**src/rtl/hazard_ctrl_pkg.sv**
```systemverilog
// Shared types for the hazard controller: opcodes, ID decode,
// scoreboard slot and FSM state.
package hazard_ctrl_pkg;

    localparam logic [5:0] OP_ADD  = 6'd0;
    localparam logic [5:0] OP_ADDI = 6'd1;
    localparam logic [5:0] OP_SUB  = 6'd2;
    localparam logic [5:0] OP_SUBI = 6'd3;
    localparam logic [5:0] OP_AND  = 6'd4;
    localparam logic [5:0] OP_ANDI = 6'd5;
    localparam logic [5:0] OP_OR   = 6'd6;
    localparam logic [5:0] OP_ORI  = 6'd7;
    localparam logic [5:0] OP_XOR  = 6'd8;
    localparam logic [5:0] OP_XORI = 6'd9;
    localparam logic [5:0] OP_SLT  = 6'd10;
    localparam logic [5:0] OP_SLTI = 6'd11;
    localparam logic [5:0] OP_LDW  = 6'd12;
    localparam logic [5:0] OP_STW  = 6'd13;
    localparam logic [5:0] OP_BZ   = 6'd14;
    localparam logic [5:0] OP_BEQ  = 6'd15;
    localparam logic [5:0] OP_JR   = 6'd16;
    localparam logic [5:0] OP_HALT = 6'd17;
    localparam logic [5:0] OP_NOP  = 6'h3F;

    typedef struct packed {
        logic       valid;
        logic [4:0] dest;
        logic       is_load;
    } sb_slot_t;

    typedef enum logic [1:0] {
        ST_RUN,
        ST_FLUSH,
        ST_DRAIN,
        ST_HALTED
    } hz_state_t;

    typedef struct packed {
        logic       use_rs;
        logic [4:0] rs;
        logic       use_rt;
        logic [4:0] rt;
        logic       has_dst;
        logic [4:0] dst;
        logic       is_load;
        logic       is_halt;
    } id_dec_t;

    // r0 is masked out so it never shows up as a source or dest.
    function automatic id_dec_t decode_id(
        input logic [31:0] inst
    );
        id_dec_t    d;
        logic [5:0] op;
        logic       r_ty;
        logic       i_ty;
        op   = inst[31:26];
        r_ty = op inside {OP_ADD, OP_SUB, OP_AND,
                          OP_OR, OP_XOR, OP_SLT};
        i_ty = op inside {OP_ADDI, OP_SUBI, OP_ANDI,
                          OP_ORI, OP_XORI, OP_SLTI};
        d    = '0;
        d.rs = inst[25:21];
        d.rt = inst[20:16];
        unique case (1'b1)
            r_ty: begin
                d.use_rs  = 1'b1;
                d.use_rt  = 1'b1;
                d.has_dst = 1'b1;
                d.dst     = inst[15:11];
            end
            i_ty: begin
                d.use_rs  = 1'b1;
                d.has_dst = 1'b1;
                d.dst     = inst[20:16];
            end
            (op == OP_LDW): begin
                d.use_rs  = 1'b1;
                d.has_dst = 1'b1;
                d.dst     = inst[20:16];
                d.is_load = 1'b1;
            end
            (op == OP_STW), (op == OP_BEQ): begin
                d.use_rs = 1'b1;
                d.use_rt = 1'b1;
            end
            (op == OP_BZ), (op == OP_JR): begin
                d.use_rs = 1'b1;
            end
            (op == OP_HALT): begin
                d.is_halt = 1'b1;
            end
            default: ;
        endcase
        d.use_rs  = d.use_rs  && (d.rs  != 5'd0);
        d.use_rt  = d.use_rt  && (d.rt  != 5'd0);
        d.has_dst = d.has_dst && (d.dst != 5'd0);
        return d;
    endfunction

endpackage

```
**src/rtl/hazard_ctrl_if.sv**
```systemverilog
// ID-side bundle of the hazard controller: instruction and branch
// resolve in, stall/bubble/flush/halt controls and counters out.
interface hazard_ctrl_if #(
    parameter int CNT_W = 10
);
    logic [31:0]      id_inst;
    logic             branch_taken_f_ex;
    logic             pc_stall_2_if;
    logic             ifid_stall_2_if;
    logic             bubble_2_ex;
    logic             flush_2_id;
    logic             halted;
    logic [CNT_W-1:0] stall_cnt;
    logic [CNT_W-1:0] flush_cnt;

    modport master (
        output id_inst,
        output branch_taken_f_ex,
        input  pc_stall_2_if,
        input  ifid_stall_2_if,
        input  bubble_2_ex,
        input  flush_2_id,
        input  halted,
        input  stall_cnt,
        input  flush_cnt
    );

    modport slave (
        input  id_inst,
        input  branch_taken_f_ex,
        output pc_stall_2_if,
        output ifid_stall_2_if,
        output bubble_2_ex,
        output flush_2_id,
        output halted,
        output stall_cnt,
        output flush_cnt
    );

endinterface

```
**src/rtl/hazard_ctrl_scoreboard.sv**
```systemverilog
// Shadow scoreboard of in-flight dests (EX, MEM, WB) and RAW match.
// With HAZ_FWD_EN only a load sitting in EX can stall ID.
module hazard_scoreboard
    import hazard_ctrl_pkg::*;
(
    input  logic    clk,
    input  logic    reset,
    input  logic    shift_en,
    input  logic    load_en,
    input  id_dec_t dec,
    output logic    hazard,
    output logic    drained
);

    sb_slot_t ex_q;
    sb_slot_t mem_q;
    sb_slot_t wb_q;
    sb_slot_t ex_d;
    logic     unused_bits;

    function automatic logic src_hit(
        input sb_slot_t s,
        input id_dec_t  d
    );
        return s.valid &&
            ((d.use_rs && (d.rs == s.dest)) ||
             (d.use_rt && (d.rt == s.dest)));
    endfunction

    // Entry for the EX slot: the ID dest if it advances, else a hole.
    always_comb begin
        ex_d = '0;
        if (load_en && dec.has_dst) begin
            ex_d.valid   = 1'b1;
            ex_d.dest    = dec.dst;
            ex_d.is_load = dec.is_load;
        end
    end

    // Advance the in-flight dests one stage per cycle.
    always_ff @(posedge clk or negedge reset) begin
        if (!reset) begin
            ex_q  <= '0;
            mem_q <= '0;
            wb_q  <= '0;
        end else if (shift_en) begin
            ex_q  <= ex_d;
            mem_q <= ex_q;
            wb_q  <= mem_q;
        end
    end

`ifdef HAZ_FWD_EN
    assign hazard = ex_q.is_load && src_hit(ex_q, dec);
    assign unused_bits = ^{mem_q.dest, mem_q.is_load,
                           wb_q, dec.is_halt};
`else
    // Regfile write is flopped, so WB still has to be matched.
    assign hazard = src_hit(ex_q, dec) ||
                    src_hit(mem_q, dec) ||
                    src_hit(wb_q, dec);
    assign unused_bits = ^{ex_q.is_load, mem_q.is_load,
                           wb_q.is_load, dec.is_halt};
`endif

    // WB drops out on the next shift, so only EX/MEM matter.
    assign drained = !ex_q.valid && !mem_q.valid;

endmodule

```
**src/rtl/hazard_ctrl.sv**
```systemverilog
// Hazard/sequencing controller: RAW stall, branch flush, HALT drain.
// Optional macro HAZ_FWD_EN: forwarding build, load-use stall only.
module hazard_ctrl
    import hazard_ctrl_pkg::*;
#(
    parameter int FLUSH_CYCLES = 2,
    parameter int CNT_W        = 10
) (
    input logic         clk,
    input logic         reset,
    hazard_ctrl_if.slave bus
);

    localparam logic [1:0] FLUSH_LOAD =
        2'(FLUSH_CYCLES - 1);
    localparam logic [CNT_W-1:0] CNT_MAX = '1;

    hz_state_t        state_q;
    logic [1:0]       flush_left_q;
    logic [1:0]       drain_cnt_q;
    logic [CNT_W-1:0] stall_cnt_q;
    logic [CNT_W-1:0] flush_cnt_q;

    id_dec_t dec;
    logic    hazard;
    logic    drained;
    logic    take_flush;
    logic    do_stall;
    logic    hold;
    logic    bubble;
    logic    branch_hit;

    function automatic logic [CNT_W-1:0] sat_inc(
        input logic [CNT_W-1:0] v
    );
        return (v == CNT_MAX) ? v : v + CNT_W'(1);
    endfunction

    assign dec = decode_id(bus.id_inst);

    hazard_scoreboard u_sb (
        .clk      (clk),
        .reset    (reset),
        .shift_en (state_q != ST_HALTED),
        .load_en  (!bubble),
        .dec      (dec),
        .hazard   (hazard),
        .drained  (drained)
    );

    // Pick this cycle's action; a taken branch beats any stall.
    always_comb begin
        take_flush = 1'b0;
        do_stall   = 1'b0;
        hold       = 1'b0;
        unique case (state_q)
            ST_RUN: begin
                if (bus.branch_taken_f_ex) begin
                    take_flush = 1'b1;
                end else if (hazard) begin
                    do_stall = 1'b1;
                end
            end
            ST_FLUSH: begin
                take_flush = 1'b1;
            end
            ST_DRAIN: begin
                if (bus.branch_taken_f_ex &&
                    (drain_cnt_q == 2'd0)) begin
                    take_flush = 1'b1;
                end else begin
                    hold = 1'b1;
                end
            end
            ST_HALTED: begin
                hold = 1'b1;
            end
            default: ;
        endcase
    end

    assign bubble     = do_stall || hold || take_flush;
    assign branch_hit = take_flush && bus.branch_taken_f_ex;

    assign bus.pc_stall_2_if   = do_stall || hold;
    assign bus.ifid_stall_2_if = do_stall || hold;
    assign bus.bubble_2_ex     = bubble;
    assign bus.flush_2_id      = take_flush;
    assign bus.halted          = (state_q == ST_HALTED);
    assign bus.stall_cnt       = stall_cnt_q;
    assign bus.flush_cnt       = flush_cnt_q;

    // Sequencer state, flush/drain counts and perf counters.
    always_ff @(posedge clk or negedge reset) begin
        if (!reset) begin
            state_q      <= ST_RUN;
            flush_left_q <= 2'd0;
            drain_cnt_q  <= 2'd0;
            stall_cnt_q  <= '0;
            flush_cnt_q  <= '0;
        end else if (state_q != ST_HALTED) begin
            if (branch_hit) begin
                flush_cnt_q  <= sat_inc(flush_cnt_q);
                flush_left_q <= FLUSH_LOAD;
                state_q      <= (FLUSH_CYCLES > 1) ?
                                ST_FLUSH : ST_RUN;
            end else begin
                unique case (state_q)
                    ST_RUN: begin
                        if (do_stall) begin
                            stall_cnt_q <= sat_inc(stall_cnt_q);
                        end else if (dec.is_halt) begin
                            state_q     <= ST_DRAIN;
                            drain_cnt_q <= 2'd0;
                        end
                    end
                    ST_FLUSH: begin
                        flush_left_q <= flush_left_q - 2'd1;
                        if (flush_left_q <= 2'd1) begin
                            state_q <= ST_RUN;
                        end
                    end
                    ST_DRAIN: begin
                        if ((drain_cnt_q == 2'd2) && drained) begin
                            state_q <= ST_HALTED;
                        end else if (drain_cnt_q != 2'd3) begin
                            drain_cnt_q <= drain_cnt_q + 2'd1;
                        end
                    end
                    default: ;
                endcase
            end
        end
    end

endmodule

```
**src/flat_wrapper.sv**
```systemverilog
// flat-port wrapper written by rule: the top's interface ports become plain ports
module hazard_ctrl_flat import hazard_ctrl_pkg::*;
#(
    parameter int FLUSH_CYCLES = 2,
    parameter int CNT_W        = 10
)
  (clk, reset, bus_id_inst, bus_branch_taken_f_ex, bus_pc_stall_2_if, bus_ifid_stall_2_if, bus_bubble_2_ex, bus_flush_2_id, bus_halted, bus_stall_cnt, bus_flush_cnt);
  hazard_ctrl_if #(.CNT_W(CNT_W)) bus_i ();
  input logic clk;
  input logic reset;
  input wire logic [$bits(bus_i.id_inst)-1:0] bus_id_inst;
  input wire logic [$bits(bus_i.branch_taken_f_ex)-1:0] bus_branch_taken_f_ex;
  output wire logic [$bits(bus_i.pc_stall_2_if)-1:0] bus_pc_stall_2_if;
  output wire logic [$bits(bus_i.ifid_stall_2_if)-1:0] bus_ifid_stall_2_if;
  output wire logic [$bits(bus_i.bubble_2_ex)-1:0] bus_bubble_2_ex;
  output wire logic [$bits(bus_i.flush_2_id)-1:0] bus_flush_2_id;
  output wire logic [$bits(bus_i.halted)-1:0] bus_halted;
  output wire logic [$bits(bus_i.stall_cnt)-1:0] bus_stall_cnt;
  output wire logic [$bits(bus_i.flush_cnt)-1:0] bus_flush_cnt;
  assign bus_i.id_inst = bus_id_inst;
  assign bus_i.branch_taken_f_ex = bus_branch_taken_f_ex;
  assign bus_pc_stall_2_if = bus_i.pc_stall_2_if;
  assign bus_ifid_stall_2_if = bus_i.ifid_stall_2_if;
  assign bus_bubble_2_ex = bus_i.bubble_2_ex;
  assign bus_flush_2_id = bus_i.flush_2_id;
  assign bus_halted = bus_i.halted;
  assign bus_stall_cnt = bus_i.stall_cnt;
  assign bus_flush_cnt = bus_i.flush_cnt;
  hazard_ctrl #(.FLUSH_CYCLES(FLUSH_CYCLES), .CNT_W(CNT_W)) u_core (.clk(clk), .reset(reset), .bus(bus_i));
endmodule
```
**config.mk**
```make
export PLATFORM = sky130hd
export DESIGN_NAME = hazard_ctrl_flat
export DESIGN_NICKNAME = d
export VERILOG_FILES = /design/src/rtl/hazard_ctrl_pkg.sv /design/src/rtl/hazard_ctrl_if.sv /design/src/rtl/hazard_ctrl_scoreboard.sv /design/src/rtl/hazard_ctrl.sv /design/src/flat_wrapper.sv
export SDC_FILE = /design/constraint.sdc
export NUM_CORES = 1
export LEC_CHECK = 0
export ABC_AREA = 1
export CAP_MARGIN = 20
export CORE_MARGIN = 5
export CORE_UTILIZATION = 45
export CTS_CLUSTER_DIAMETER = 100
export DETAILED_ROUTE_END_ITERATION = 7
export PLACE_DENSITY_LB_ADDON = 0.15
export SYNTH_ARGS = -nofsm -noshare
export SYNTH_HDL_FRONTEND = slang
export SYNTH_SLANG_ARGS = --single-unit
```
**constraint.sdc**
```tcl
create_clock -name clk -period 1.7 [get_ports clk]
set_input_delay 0.17 -clock clk [delete_from_list [all_inputs] [get_ports clk]]
set_output_delay 0.17 -clock clk [all_outputs]
set_load 0.01 [all_outputs]
```
After elaboration in Yosys (flattened, before gate mapping)
Cells that the tools add are included.
{ "word_totals": {"in_bits": 35, "word_cells": 131, "out_inout_bits": 25, "register_bits": 44} }
{ "op_classes": {"muxes": 27, "reduce_logical": 46, "add_sub_neg": 4, "n_eq_ne": 39, "magnitude_cmp": 1, "bitwise_logic": 3} }
{ "ops": {"columns": ["cell", "count"], "rows": [
  ["$eq 6x4->1 const B", 8],
  ["$eq 5x5->1", 6],
  ["$eq 6x3->1 const B", 4],
  ["$mux 2", 11],
  ["$add 10x1->10 const B", 2],
  ["$eq 10x10->1 const B", 2],
  ["$logic_and 1x1->1", 17],
  ["$reduce_bool 5->1", 3],
  ["$eq 6x2->1 const B", 2],
  ["$eq 6x5->1 const B", 2],
  ["$pmux 6 s2", 1],
  ["$reduce_bool 6->1", 2],
  ["$mux 1", 10],
  ["$ne 3x1->1 const B", 3],
  ["$ne 2x2->1 const B", 4],
  ["$logic_or 1x1->1", 7],
  ["$mux 7", 1],
  ["$reduce_and 7->1", 1],
  ["$reduce_or 7->1", 1],
  ["$eq 2x2->1 const B", 3],
  ["$eq 6x1->1 const B", 1],
  ["$logic_not 6->1", 1],
  ["$pmux 2 s3", 1],
  ["$reduce_and 6->1", 1],
  ["19 further kinds", 26]
]} }

Logic depth before layout (Yosys ltp)
Gate-level depths: netlist (run 1).
{ "logic_depth": {"word_depth": 18, "mapped_depth": 14, "mapped_depth_nobuf": 14} }

Hierarchy
Synthesis (run 1) repeated with hierarchy kept, for this count alone.
{ "hier_totals": {"hier_cells": 458, "hier_area_um2": 2956.6} }
{ "modules_own_cells": {"columns": ["module", "n_inst", "cells_each", "area_per_inst_um2", "seq_area_each_um2"], "rows": [
  ["hazard_ctrl", 1, 258, 1764.2, 650.6],
  ["hazard_scoreboard", 1, 200, 1192.4, 450.4]
]} }

Worst setup path before layout (run 1)
OpenSTA, ideal clock, no wires.
{ "synth_timing": {"path_type": "register to register", "start": "register u_core.drain_cnt_q[0]", "end": "register u_core.flush_cnt_q[9], in the netlist u_core.bus.flush_cnt[9]", "stages_incl_launch_ff": 12, "period_less_slack_ps": 1702, "t_required_ps": 1575, "arrival_time_ps": 1577, "path_buffers": 0, "setup_time_ps": 125, "setup_slack_ps": -2, "path_cell_list": "dfrtp_1 -> inv_1 -> ha_1 -> nand2_1 -> o21ai_2 -> nand2_2 -> clkinv_2 -> nand2_4 -> or2_4 -> nor2_4 -> nand3_2 -> xnor2_1"} }
{ "synth_via": {"elab_chain_cells": 6} }
{ "synth_lines": {"columns": ["item", "line_no", "rtl"], "rows": [
  ["start, declared", "hazard_ctrl.sv:20", "logic [1:0] drain_cnt_q;"],
  ["start signal, assigned", "hazard_ctrl.sv:127", "drain_cnt_q <= drain_cnt_q + 2'd1;"],
  ["$logic_not 2->1", "hazard_ctrl.sv:69", "(drain_cnt_q == 2'd0)) begin"],
  ["$logic_and 1x1->1", "hazard_ctrl.sv:68", "if (bus.branch_taken_f_ex &&"],
  ["$mux 1", "hazard_ctrl.sv:68", null],
  ["$pmux 1 s3", "hazard_ctrl.sv:56", "unique case (state_q)"],
  ["$logic_and 1x1->1", "hazard_ctrl.sv:83", "assign branch_hit = take_flush && bus.branch_taken_f_ex;"],
  ["$reduce_and 3->1 (no source line)", null, null],
  ["end signal, assigned", "hazard_ctrl.sv:103", "flush_cnt_q <= sat_inc(flush_cnt_q);"],
  ["end, declared", "hazard_ctrl.sv:22", "logic [CNT_W-1:0] flush_cnt_q;"]
]} }
Every way passes these cells.
A chain may end at the register's enable or synchronous reset.

Final worst setup path (run 1)
{ "layout_timing": {"start": "register u_core.u_sb.wb_q[5] (netlist name)", "end": "output bus_ifid_stall_2_if"} }
{ "layout_via": {"elab_chain_cells": 9, "elab_cells_between_ends": 11, "cone_classes": "eq/ne (2); mux (3); reduce/logical (6)"} }
{ "layout_lines": {"columns": ["item", "line_no", "rtl"], "rows": [
  ["start, declared", "hazard_ctrl_scoreboard.sv:17", "sb_slot_t wb_q;"],
  ["start signal, assigned", "hazard_ctrl_scoreboard.sv:49", "wb_q <= mem_q;"],
  ["$eq 5x5->1 (on tied branches)", "hazard_ctrl_scoreboard.sv:26, hazard_ctrl_scoreboard.sv:27", null],
  ["$logic_and 1x1->1 (on tied branches)", "hazard_ctrl_scoreboard.sv:26, hazard_ctrl_scoreboard.sv:27", null],
  ["$logic_or 1x1->1 *", "hazard_ctrl_scoreboard.sv:26", "((d.use_rs && (d.rs == s.dest)) ||"],
  ["$logic_and 1x1->1 *", "hazard_ctrl_scoreboard.sv:25", "return s.valid &&"],
  ["$logic_or 1x1->1 *", "hazard_ctrl_scoreboard.sv:60", "src_hit(mem_q, dec) ||"],
  ["$mux 1 *", "hazard_ctrl.sv:60", "end else if (hazard) begin"],
  ["$mux 1 *", "hazard_ctrl.sv:58", "if (bus.branch_taken_f_ex) begin"],
  ["$mux 1 *", "hazard_ctrl.sv:56", null],
  ["$logic_or 1x1->1 *", "hazard_ctrl.sv:86", "assign bus.ifid_stall_2_if = do_stall || hold;"],
  ["end, declared", "flat_wrapper.sv:14", "output wire logic [$bits(bus_i.ifid_stall_2_if)-1:0] bus_ifid_stall_2_if;"]
]} }
Every way passes the cells marked *; elsewhere a longest branch is shown, timed or not.

==> results of run 1 <==
## area by class of cell
class / instances / area [µm²] / area share, %
tap: 75 / 93.8 / 2.15
sequential: 44 / 1100 / 25.2
inverter: 57 / 219 / 5.01
timing repair buffer: 132 / 1130 / 26.0
clock buffer: 6 / 82.6 / 1.89
multi-input combinational: 291 / 1700 / 38.9
clock inverter: 2 / 38.8 / 0.888
## flip-flops by register name, indices dropped and copies added, names as in the netlist
| register | count |
|---|---|
| u_core.bus.flush_cnt | 10 |
| u_core.bus.stall_cnt | 10 |
| u_core.drain_cnt_q | 2 |
| u_core.flush_left_q | 2 |
| u_core.state_q | 2 |
| u_core.u_sb.ex_q | 6 |
| u_core.u_sb.mem_q | 6 |
| u_core.u_sb.wb_q | 6 |
## worst max-delay path by stage
stage / startpoint / slack [ns] / cells past startpoint / end
floorplan: u_core.drain_cnt_q[0]$_DFFE_PN0P_ / 0.02 / 11 / u_core.bus.flush_cnt[9]$_DFFE_PN0P_
global placement: bus_id_inst[30] / -0.67 / 12 / bus_pc_stall_2_if
detailed placement: bus_id_inst[30] / -0.74 / 12 / bus_pc_stall_2_if
CTS: u_core.u_sb.wb_q[5]$_DFFE_PN0N_ / -0.28 / 13 / bus_pc_stall_2_if
global route: u_core.u_sb.wb_q[5]$_DFFE_PN0N_ / -0.40 / 13 / bus_ifid_stall_2_if
finish: u_core.u_sb.wb_q[5]$_DFFE_PN0N_ / -0.30 / 13 / bus_ifid_stall_2_if
## report_power, final
| part | leakage [nW] | switching (W) | total, W | internal (W) |
|---|---|---|---|---|
| clock network | 0.0614 | 0.000383 | 0.000864 | 0.000481 |
| registers | 0.590 | 0.000151 | 0.00137 | 0.00122 |
| logic | 1.50 | 0.00109 | 0.00214 | 0.00105 |
| total | 2.15 | 0.00163 | 0.00438 | 0.00275 |
## cells in the final DEF (no fill, tap or decap), drive strengths merged, types with 7 or more instances in the layout
cell           netlist  final
xnor2               16     16
dfrtp               44     44
buf                  1     88
nor2                32     32
nand3               27     27
inv                 56     57
clkdlybuf4s50        0     35
xor2                 7      7
nand2              148    148
o21ai               30     30
dlygate4sd2          0      8
## what timing repair did
| item | CTS | global route |
|---|---|---|
| endpoints found under the setup margin | 25 | 33 |
| setup buffers | 12 | 13 |
| endpoints found under the hold margin | 18 | 0 |
| cloned | 0 | 1 |
| hold buffers | 1 | 0 |
| resized for setup | 61 | 57 |
| pin swaps | 22 | 29 |
## per-stage QoR
step	worst slack [ns]	hold slack [ns]	util, %
finish	-0.300	0.369	72.9
global route	-0.404	0.395	72.9
CTS	-0.285	0.376	68.6
detailed placement	-0.736	0.165	64.0
global placement	-0.670	0.161	64.0
floorplan	0.0233	-0.126	-
## routing by layer
| metal | vias up | global-route usage, % |
|---|---|---|
| met1 | 1427 | 27.2 |
| met5 | - | 0 |
| met3 | 10 | 3.23 |
| li1 | 1509 | - |
| met4 | 0 | 4.74 |
| met2 | 74 | 34.1 |
## cells by family after synthesis
family	count (synthesis)	share of synthesized area, %
AOI/OAI and AO/OA	41	8.07
xor gates and xnor gates	23	7.18
adders and majority gates	6	2.67
buffers and inverters	60	8.20
DFF	44	39.2
muxes	1	0.401
and+or+nand+nor	219	34.2
==> results_dict.tcl, run 1 <==
set metrics [dict create \
    end_kind "output port" \
    io_buffer_count 48 \
    grtUsageTotal_pct 20.1 \
    drv_cap 0 \
    routedWlPerCell_um 13.4 \
    grt_pass1_vias 2789 \
    setup_ws_ns -0.300 \
    vias_per_cell 4.98 \
    ys_top_cells_by_count "146 x nand2_1, 54 x inv_1, 44 x dfrtp_1" \
    worstMarginPinSlew_ns 0.521 \
    yosysTopAreaCell "dfrtp_1" \
    worst_clock_skew_ns 0.00696 \
    clock-sinks 44 \
    worst_path_max_delay_cell "dfrtp_1" \
    final_max_slew_viol_count 0 \
    place_hpwl_um 5660 \
    fp.coreArea_mm2 0.00599 \
    diodes 0 \
    rows 28 \
    nets 572 \
    syn_area_per_cell_um2 7.12 \
    layout-drive-gt1-share_pct 33.1 \
    cts_inserted_buffers 5 \
    cellLeakagePower_nw 2.15 \
    path_class "flop to output port" \
    yosysTopAreaCellShare_pct 39.2 \
    async_reset_ff_share_pct 100 \
    reg2reg_setup_slack_ns -0.23 \
    drtAntennaViolNets 0 \
    r2r-start "u_core.u_sb.wb_q[5]$_DFFE_PN0N_" \
    layout.cells.non_filler 607 \
    path_cells "buf_6 > nand2_2 > nand2_2 > nor2_1 > nand2_1 > nor2_1 > nand2_1 > nand2_2 > nand2_2 > nand3_4 > nand3_2 > nand2_2 > buf_6" \
    synthesis.instances 394 \
    dp_cells 575 \
    worst-path-max-fanout 3 \
    crit_arrival_ns 1.83 \
    p_per_area_mw_per_mm2 1000 \
    required_ns 1.53 \
    clk_path_buf_depth 2 \
    ys_ff_latch 44 \
    grt_pass1_wl_um 12600 \
    placed_area_mm2 0.00383 \
    dr_wl_met2_um 4130 \
    initial_utilization_pct 46.8 \
    relSlewSlack_pct 65.3 \
    cp-start-kind "flop" \
    die-area_mm2 0.00792 \
    ys_types 35 \
    reg2regPathDepth 15 \
    cts_tree "built" \
    setup_violations 18 \
    dieWidth_um 89.0 \
    ir_worst_vdd_mv 1.04 \
    gr-total-overflow 0 \
    syn_to_final_growth_pct 55.6 \
    period_needed_ns 2.00 \
    crit_path_frequent_cell "nand2_2" \
    outcome "finished with violations" \
    worst-path-buf-inv 2 \
    max_stage_delay_ns 0.42 \
    clkSlewWorstSetupHoldPaths_ns 0.09 \
    drt-initial-drc-count 168 \
    yosys_warnings 0 \
    setup_tns_ns -3.38 \
    syn_area_mm2 0.00281 \
    dr.pass1.iters 5 \
    root_buffer "clkbuf_8" \
    violations "setup timing" \
    hold_path.class "primary input to async pin" \
    hold_viol_final 0 \
    wl_met3_um 367 \
    antenna_found_initial 0 \
    grt_max_degree 27 \
    synth_flop_cell "dfrtp_1" \
    rsz0062_at_grt "true" \
    wl_um 8130 \
    synth_edf_count 0 \
    synth_most_common_cell "nand2_1" \
    period_share_pct 118 \
    synth_area_leaders "dfrtp_1 39%, nand2_1 20%, inv_1 7.2%" \
    critPathTopFamily "simple AND/OR/NAND/NOR gates" \
    clock_latency_ns 0.30 \
    highest_layer "met4" \
    timing.rr.end "u_core.bus.stall_cnt[6]$_DFFE_PN0P_" \
    finalPower_w 0.00438 \
    syn-num-nets 435 \
    design_area_mm2 0.00437 \
    drc 0 \
    ios 60 \
    cts_htree_levels 2 \
    fillerInstances 473 \
    place.gp.congestion 0.975 \
    yosysSeqAreaShare_pct 39.2 \
    wl_met1_um 3530 \
    vias 3020 \
    fmax_mhz 500 \
    die_y_um 89.0 \
]
Note: power is estimated with default switching activity, not from simulation.
==> run 2: changes to the inputs <==
--- a/config.mk
+++ b/config.mk
@@ -11,7 +11,7 @@
 export CORE_UTILIZATION = 45
 export CTS_CLUSTER_DIAMETER = 100
 export DETAILED_ROUTE_END_ITERATION = 7
-export PLACE_DENSITY_LB_ADDON = 0.15
+export PLACE_DENSITY = 0.75
 export SYNTH_ARGS = -nofsm -noshare
 export SYNTH_HDL_FRONTEND = slang
 export SYNTH_SLANG_ARGS = --single-unit
==> results_dict.tcl, run 2 (synthesized netlist as in run 1, its figures left out) <==
set metrics [dict create \
    outcome "finished with violations" \
    violations "setup timing" \
    r2r-start "u_core.u_sb.mem_q[5]$_DFFE_PN0N_" \
    cellLeakagePower_nw 2.16 \
    drc 0 \
    worst-path-max-fanout 4 \
    period_share_pct 117 \
    hold_path.class "primary input to async pin" \
    layout-drive-gt1-share_pct 30.2 \
    antenna_found_initial 0 \
    hold_viol_final 0 \
    cts_htree_levels 2 \
    clock_latency_ns 0.30 \
    critPathCapture "bus_ifid_stall_2_if" \
    fillerInstances 447 \
    pwr-share-comb_pct 49.0 \
    grt_pass1_vias 3047 \
    relSlewSlack_pct 68.5 \
    end_kind "output port" \
    cts_tree "built" \
    die_y_um 89.0 \
    grt_pass1_wl_um 13400 \
    final_util_pct 72.9 \
    setup_violations 22 \
    clk_path_buf_depth 2 \
    fmax_mhz 504 \
    drtAntennaViolNets 0 \
    path_class "flop to output port" \
    clkSlewWorstSetupHoldPaths_ns 0.09 \
    initial_utilization_pct 46.8 \
    vias_per_cell 4.98 \
    hold_ws_ns 0.349 \
    clock-sinks 44 \
    rows 28 \
    dieWidth_um 89.0 \
    grtUsageTotal_pct 21.2 \
    reg2reg_setup_slack_ns -0.23 \
    gr-total-overflow 0 \
    cp-startpoint "u_core.u_sb.mem_q[5]$_DFFE_PN0N_" \
    fp.coreArea_mm2 0.00599 \
    path_cells "inv_1 > nand2_1 > nand2_1 > nand3_1 > nor2_1 > nand2_1 > nand2_2 > nand2_2 > nand3_4 > nand3_2 > nand2_2 > buf_6" \
    root_buffer "clkbuf_8" \
    layout.cells.non_filler 611 \
    reg2regPathDepth 14 \
    period_needed_ns 1.99 \
    place.gp.congestion 0.943 \
    crit_arrival_ns 1.82 \
    power_frac_seq_pct 31.6 \
    worst_clock_skew_ns 0.00653 \
    rsz0062_at_grt "true" \
    wl_um 8390 \
    final_max_slew_viol_count 0 \
    die-area_mm2 0.00792 \
    setup_ws_ns -0.286 \
    internal-power_w 0.00272 \
    io_buffer_count 48 \
    ios 60 \
    timing.rr.end "u_core.bus.stall_cnt[5]$_DFFE_PN0P_" \
    dp_cells 576 \
    worst_path_max_delay_cell "dfrtp_1" \
    nets 576 \
    diodes 0 \
    dr.pass1.iters 5 \
    grt_max_degree 28 \
    required_ns 1.53 \
    switching_share_pct 37.5 \
    p_per_area_mw_per_mm2 996 \
    syn_to_final_growth_pct 55.6 \
    cts_inserted_buffers 5 \
    vias 3045 \
    drv_cap 0 \
    power_switching_w 0.00163 \
    worstMarginPinSlew_ns 0.473 \
    place_hpwl_um 5620 \
    place_ws_ns -0.723 \
    drt-initial-drc-count 196 \
    mostFrequentLayoutCell "nand2_1" \
    finalPower_w 0.00435 \
    ir_worst_vdd_mv 1.26 \
    max_stage_delay_ns 0.44 \
    routedWlPerCell_um 13.7 \
    clockPowerShare_pct 19.4 \
    mostFrequentLayoutCells "137 x nand2_1, 71 x buf_4, 43 x dfrtp_1, 41 x inv_1, 34 x clkdlybuf4s50_1" \
    cp-start-kind "flop" \
]
==> run 2: per-stage QoR <==
stage	area [µm²]	setup TNS, ns
finish	4370	-3.25
global route	4370	-6.56
CTS	4160	-1.65
detailed placement	3840	-10.12
global placement	3840	-10.15
floorplan	2810	0
==> run 2: area by class of cell <==
| type | count | area [µm²] | area share, % |
|---|---|---|---|
| multi-input combinational | 291 | 1640 | 37.5 |
| timing repair buffer | 136 | 1200 | 27.4 |
| tap | 75 | 93.8 | 2.15 |
| inverter | 57 | 221 | 5.07 |
| clock inverter | 3 | 46.3 | 1.06 |
| clock buffer | 5 | 68.8 | 1.58 |
| sequential | 44 | 1100 | 25.2 |
==> run 2: layer usage <==
metal	routed length, µm	track usage, %	vias up
met5	0	0	-
met4	132	6.36	0
met3	434	3.23	16
met2	4380	37.8	90
met1	3440	26.6	1425
li1	-	-	1514
==> run 2: power groups by stage <==
stage	Clock, W	Combinational (W)	Sequential [W]
6_report	0.000844	0.00213	0.00137
5_1_grt	0.000903	0.00234	0.00139
3_5_place_dp	0	0.00168	0.00139
3_3_place_gp	0	0.00164	0.00138
4_1_cts	0.000865	0.00184	0.00137
2_1_floorplan	0	0.000784	0.00142
==> run 2: what timing repair did <==
item | 4_1_cts | 5_1_grt
gates resized for setup | 61 | 40
gates cloned | 0 | 1
hold buffers | 1 | 0
setup endpoints to repair | 20 | 32
pin swaps | 14 | 21
endpoints found under the hold margin | 17 | 0
setup buffers | 16 | 11
==> run 2: worst max-delay path: cells and delay by family (launching register included) <==
| kind | cells | cell delay [ns] |
|---|---|---|
| buf+inv | 2 | 0.23 |
| simple gates | 10 | 0.84 |
| flops | 1 | 0.44 |
==> run 2: how the worst min path moves through the flow <==
stage | start | to
after floorplan | reset | u_core.bus.flush_cnt[0]$_DFFE_PN0P_
after global placement | reset | u_core.u_sb.mem_q[1]$_DFFE_PN0N_
after detailed placement | reset | u_core.u_sb.mem_q[1]$_DFFE_PN0N_
after CTS | reset | u_core.u_sb.mem_q[1]$_DFFE_PN0N_
after global routing | reset | u_core.u_sb.mem_q[1]$_DFFE_PN0N_
final | reset | u_core.u_sb.mem_q[1]$_DFFE_PN0N_
==> run 3: changes to the inputs <==
--- a/config.mk
+++ b/config.mk
@@ -5,13 +5,14 @@
 export SDC_FILE = /design/constraint.sdc
 export NUM_CORES = 1
 export LEC_CHECK = 0
-export ABC_AREA = 1
 export CAP_MARGIN = 20
 export CORE_MARGIN = 5
 export CORE_UTILIZATION = 45
 export CTS_CLUSTER_DIAMETER = 100
 export DETAILED_ROUTE_END_ITERATION = 7
-export PLACE_DENSITY = 0.75
+export GPL_TIMING_DRIVEN = 0
+export PLACE_DENSITY = 0.76
+export SKIP_LAST_GASP = 1
 export SYNTH_ARGS = -nofsm -noshare
 export SYNTH_HDL_FRONTEND = slang
 export SYNTH_SLANG_ARGS = --single-unit
==> results_dict.tcl, run 3 <==
set metrics [dict create \
    worstHoldStart "bus_id_inst[16]" \
    gr-total-overflow 0 \
    synth_area_leaders "dfrtp_1 44%, xnor2_1 13%, nand2_1 9.4%" \
    ir_worst_vdd_mv 0.595 \
    vias_per_cell 5.57 \
    clock-sinks 44 \
    max_stage_delay_ns 0.55 \
    hold_depth 3 \
    timing.rr.end "u_core.bus.stall_cnt[1]$_DFFE_PN0P_" \
    end_kind "output port" \
    fp.coreArea_mm2 0.00547 \
    path_cells "buf_12 > or4_4 > o211ai_4 > nor4_4 > o21ai_2 > and3_4 > nor2_2 > o21a_1 > buf_4 > buf_6" \
    ys_top_cells_by_count "63 x nand2_1, 44 x dfrtp_1, 38 x xnor2_1" \
    clkSlewWorstSetupHoldPaths_ns 0.08 \
    ios 60 \
    period_share_pct 133 \
    mostFrequentLayoutCells "59 x nand2_1, 41 x dfrtp_1, 32 x xnor2_1, 28 x clkdlybuf4s50_1, 18 x buf_4" \
    vias 2328 \
    switching_share_pct 36.7 \
    worst-path-max-fanout 3 \
    dr.pass1.iters 4 \
    setup_violations 30 \
    crit_arrival_ns 2.10 \
    worst-path-buf-inv 3 \
    worst_clock_skew_ns 0.00536 \
    holdPathEnd "u_core.u_sb.ex_q[1]$_DFFE_PN0N_" \
    multi_input_area_mm2 0.00162 \
    r2r-start "u_core.u_sb.ex_q[3]$_DFFE_PN0N_" \
    fillerInstances 406 \
    initial_utilization_pct 46.1 \
    mostFrequentLayoutCell "nand2_1" \
    layout-drive-gt1-share_pct 26.6 \
    clock_latency_ns 0.29 \
    violations "setup timing" \
    drtAntennaViolNets 0 \
    period_needed_ns 2.27 \
    place_hpwl_um 4470 \
    nets 388 \
    power_frac_seq_pct 36.9 \
    layout.cells.non_filler 418 \
    grt_pass1_vias 2230 \
    path_class "primary input to output port" \
    outcome "finished with violations" \
    required_ns 1.53 \
    async_reset_ff_share_pct 100 \
    cts_inserted_buffers 5 \
    syn-num-nets 312 \
    syn_area_mm2 0.00252 \
    fmax_mhz 441 \
    grt_max_degree 29 \
    yosysSeqAreaShare_pct 43.6 \
    root_buffer "clkbuf_8" \
    cp-start-kind "primary input" \
    design_area_mm2 0.00362 \
    regArea_mm2 0.00110 \
    yosys_warnings 0 \
    reg2reg_setup_slack_ns -0.42 \
    power_switching_w 0.00137 \
    placed_area_mm2 0.00311 \
    cellLeakagePower_nw 1.57 \
    hold_path.class "primary input to flop" \
    drv_cap 0 \
    io_buffer_count 47 \
    cts_tree "built" \
    pwr-share-comb_pct 42.9 \
    hold_viol_final 0 \
    critPathTopFamily "simple AND/OR/NAND/NOR gates" \
    rsz0062_at_grt "true" \
    ys_types 39 \
    synth_most_common_cell "nand2_1" \
    yosysTopAreaCellShare_pct 43.6 \
    internal-power_w 0.00237 \
    p_per_area_mw_per_mm2 1030 \
    yosysTopAreaCell "dfrtp_1" \
    diodes 0 \
    final_max_slew_viol_count 0 \
    synth_edf_count 0 \
    cts_htree_levels 2 \
    place.gp.congestion 0.810 \
    wl_um 7000 \
    routedWlPerCell_um 16.7 \
    clockPowerShare_pct 20.2 \
    ys_ff_latch 44 \
    worst_path_max_delay_cell "or4_4" \
    syn_to_final_growth_pct 43.4 \
    worstMarginPinSlew_ns 0.523 \
    dp_cells 391 \
    syn_area_per_cell_um2 9.31 \
    die_y_um 84.9 \
    rows 27 \
    drc 0 \
    setup_ws_ns -0.565 \
    grt_pass1_wl_um 11000 \
    die-area_mm2 0.00721 \
    clk_path_buf_depth 2 \
    synth_flop_cell "dfrtp_1" \
    relSlewSlack_pct 64.7 \
    drt-initial-drc-count 127 \
    dieWidth_um 84.9 \
    reg2regPathDepth 8 \
    grtUsageTotal_pct 18.7 \
    antenna_found_initial 0 \
    synthesis.instances 271 \
]
[run 3: worst max-delay path by stage]
stage                                          startpoint                 to  slack [ns]  depth (start not counted)
after floorplan                           bus_id_inst[17]  bus_pc_stall_2_if       -0.25                          8
after global placement                    bus_id_inst[17]  bus_pc_stall_2_if       -1.38                         10
after detailed placement                  bus_id_inst[17]  bus_pc_stall_2_if       -1.39                         10
after CTS                 u_core.u_sb.ex_q[5]$_DFFE_PN0N_  bus_pc_stall_2_if       -0.50                          9
after global routing      u_core.u_sb.wb_q[4]$_DFFE_PN0N_  bus_pc_stall_2_if       -0.67                          9
final                                     bus_id_inst[21]  bus_pc_stall_2_if       -0.57                         10
[run 3: final cells by class]
cell class                 instances  area share, %
buffer                             5           1.18
inverter                           7          0.795
multi-input combinational        214           44.7
tap                               72           2.49
clock buffer                       5           1.90
clock inverter                     1          0.830
timing repair buffer              70           17.6
sequential                        44           30.5
[run 3: routing by layer]
layer  track usage [%]  wire length, µm  up-vias  share of wire, %
met3              3.88              412       18               5.9
li1                  -                -     1079                 -
met1              24.3             2860     1135                41
met5                 0                0        -                 0
met2              30.3             3570       96                51
met4              7.63              163        0               2.3
[run 3: metrics by stage]
step	TNS [ns]	setup WS [ns]	power, W	hold WS, ns	util (%)
detailed placement	-22.02	-1.39	0.00271	0.129	56.9
floorplan	-1.67	-0.249	0.00214	-0.126	-
global placement	-53.89	-1.38	0.00267	0.472	56.6
CTS	-5.73	-0.495	0.00372	0.225	63.2
finish	-7.69	-0.565	0.00374	0.258	66.1
global route	-10.99	-0.668	0.00398	0.268	66.1
[run 3: cells by family after synthesis]
logic type / Yosys count / share of synthesized area, %
multiplexers: 2 / 0.892
flip-flops: 44 / 43.6
XOR/XNOR: 49 / 17.0
adder cells (fa/ha/maj): 6 / 2.97
buffers and inverters: 14 / 2.23
AO/OA/AOI/OAI: 35 / 11.6
AND/OR/NAND/NOR: 121 / 21.7
[run 3: timing repair]
| item | 4_1_cts | 5_1_grt |
|---|---|---|
| buffers inserted | 17 | 4 |
| pin swaps | 18 | 18 |
| hold endpoints to repair | 16 | 0 |
| setup endpoints to repair | 40 | 33 |
| hold buffers | 1 | 0 |
| gates cloned | 0 | 1 |
| gates resized for setup | 102 | 34 |
[run 3: power by group through the flow]
| stage | clock, W | sequential [W] | combinational (W) |
|---|---|---|---|
| final | 0.000755 | 0.00138 | 0.00160 |
| after global routing | 0.000826 | 0.00140 | 0.00175 |
| after detailed placement | 0 | 0.00138 | 0.00133 |
| after global placement | 0 | 0.00137 | 0.00130 |
| after floorplan | 0 | 0.00137 | 0.000766 |
| after CTS | 0.000770 | 0.00137 | 0.00158 |
[run 3: worst min-delay path, stage by stage]
cell	delay, ns
buf_6	0.12
a22oi_1	0.09
o21ai_1	0.13
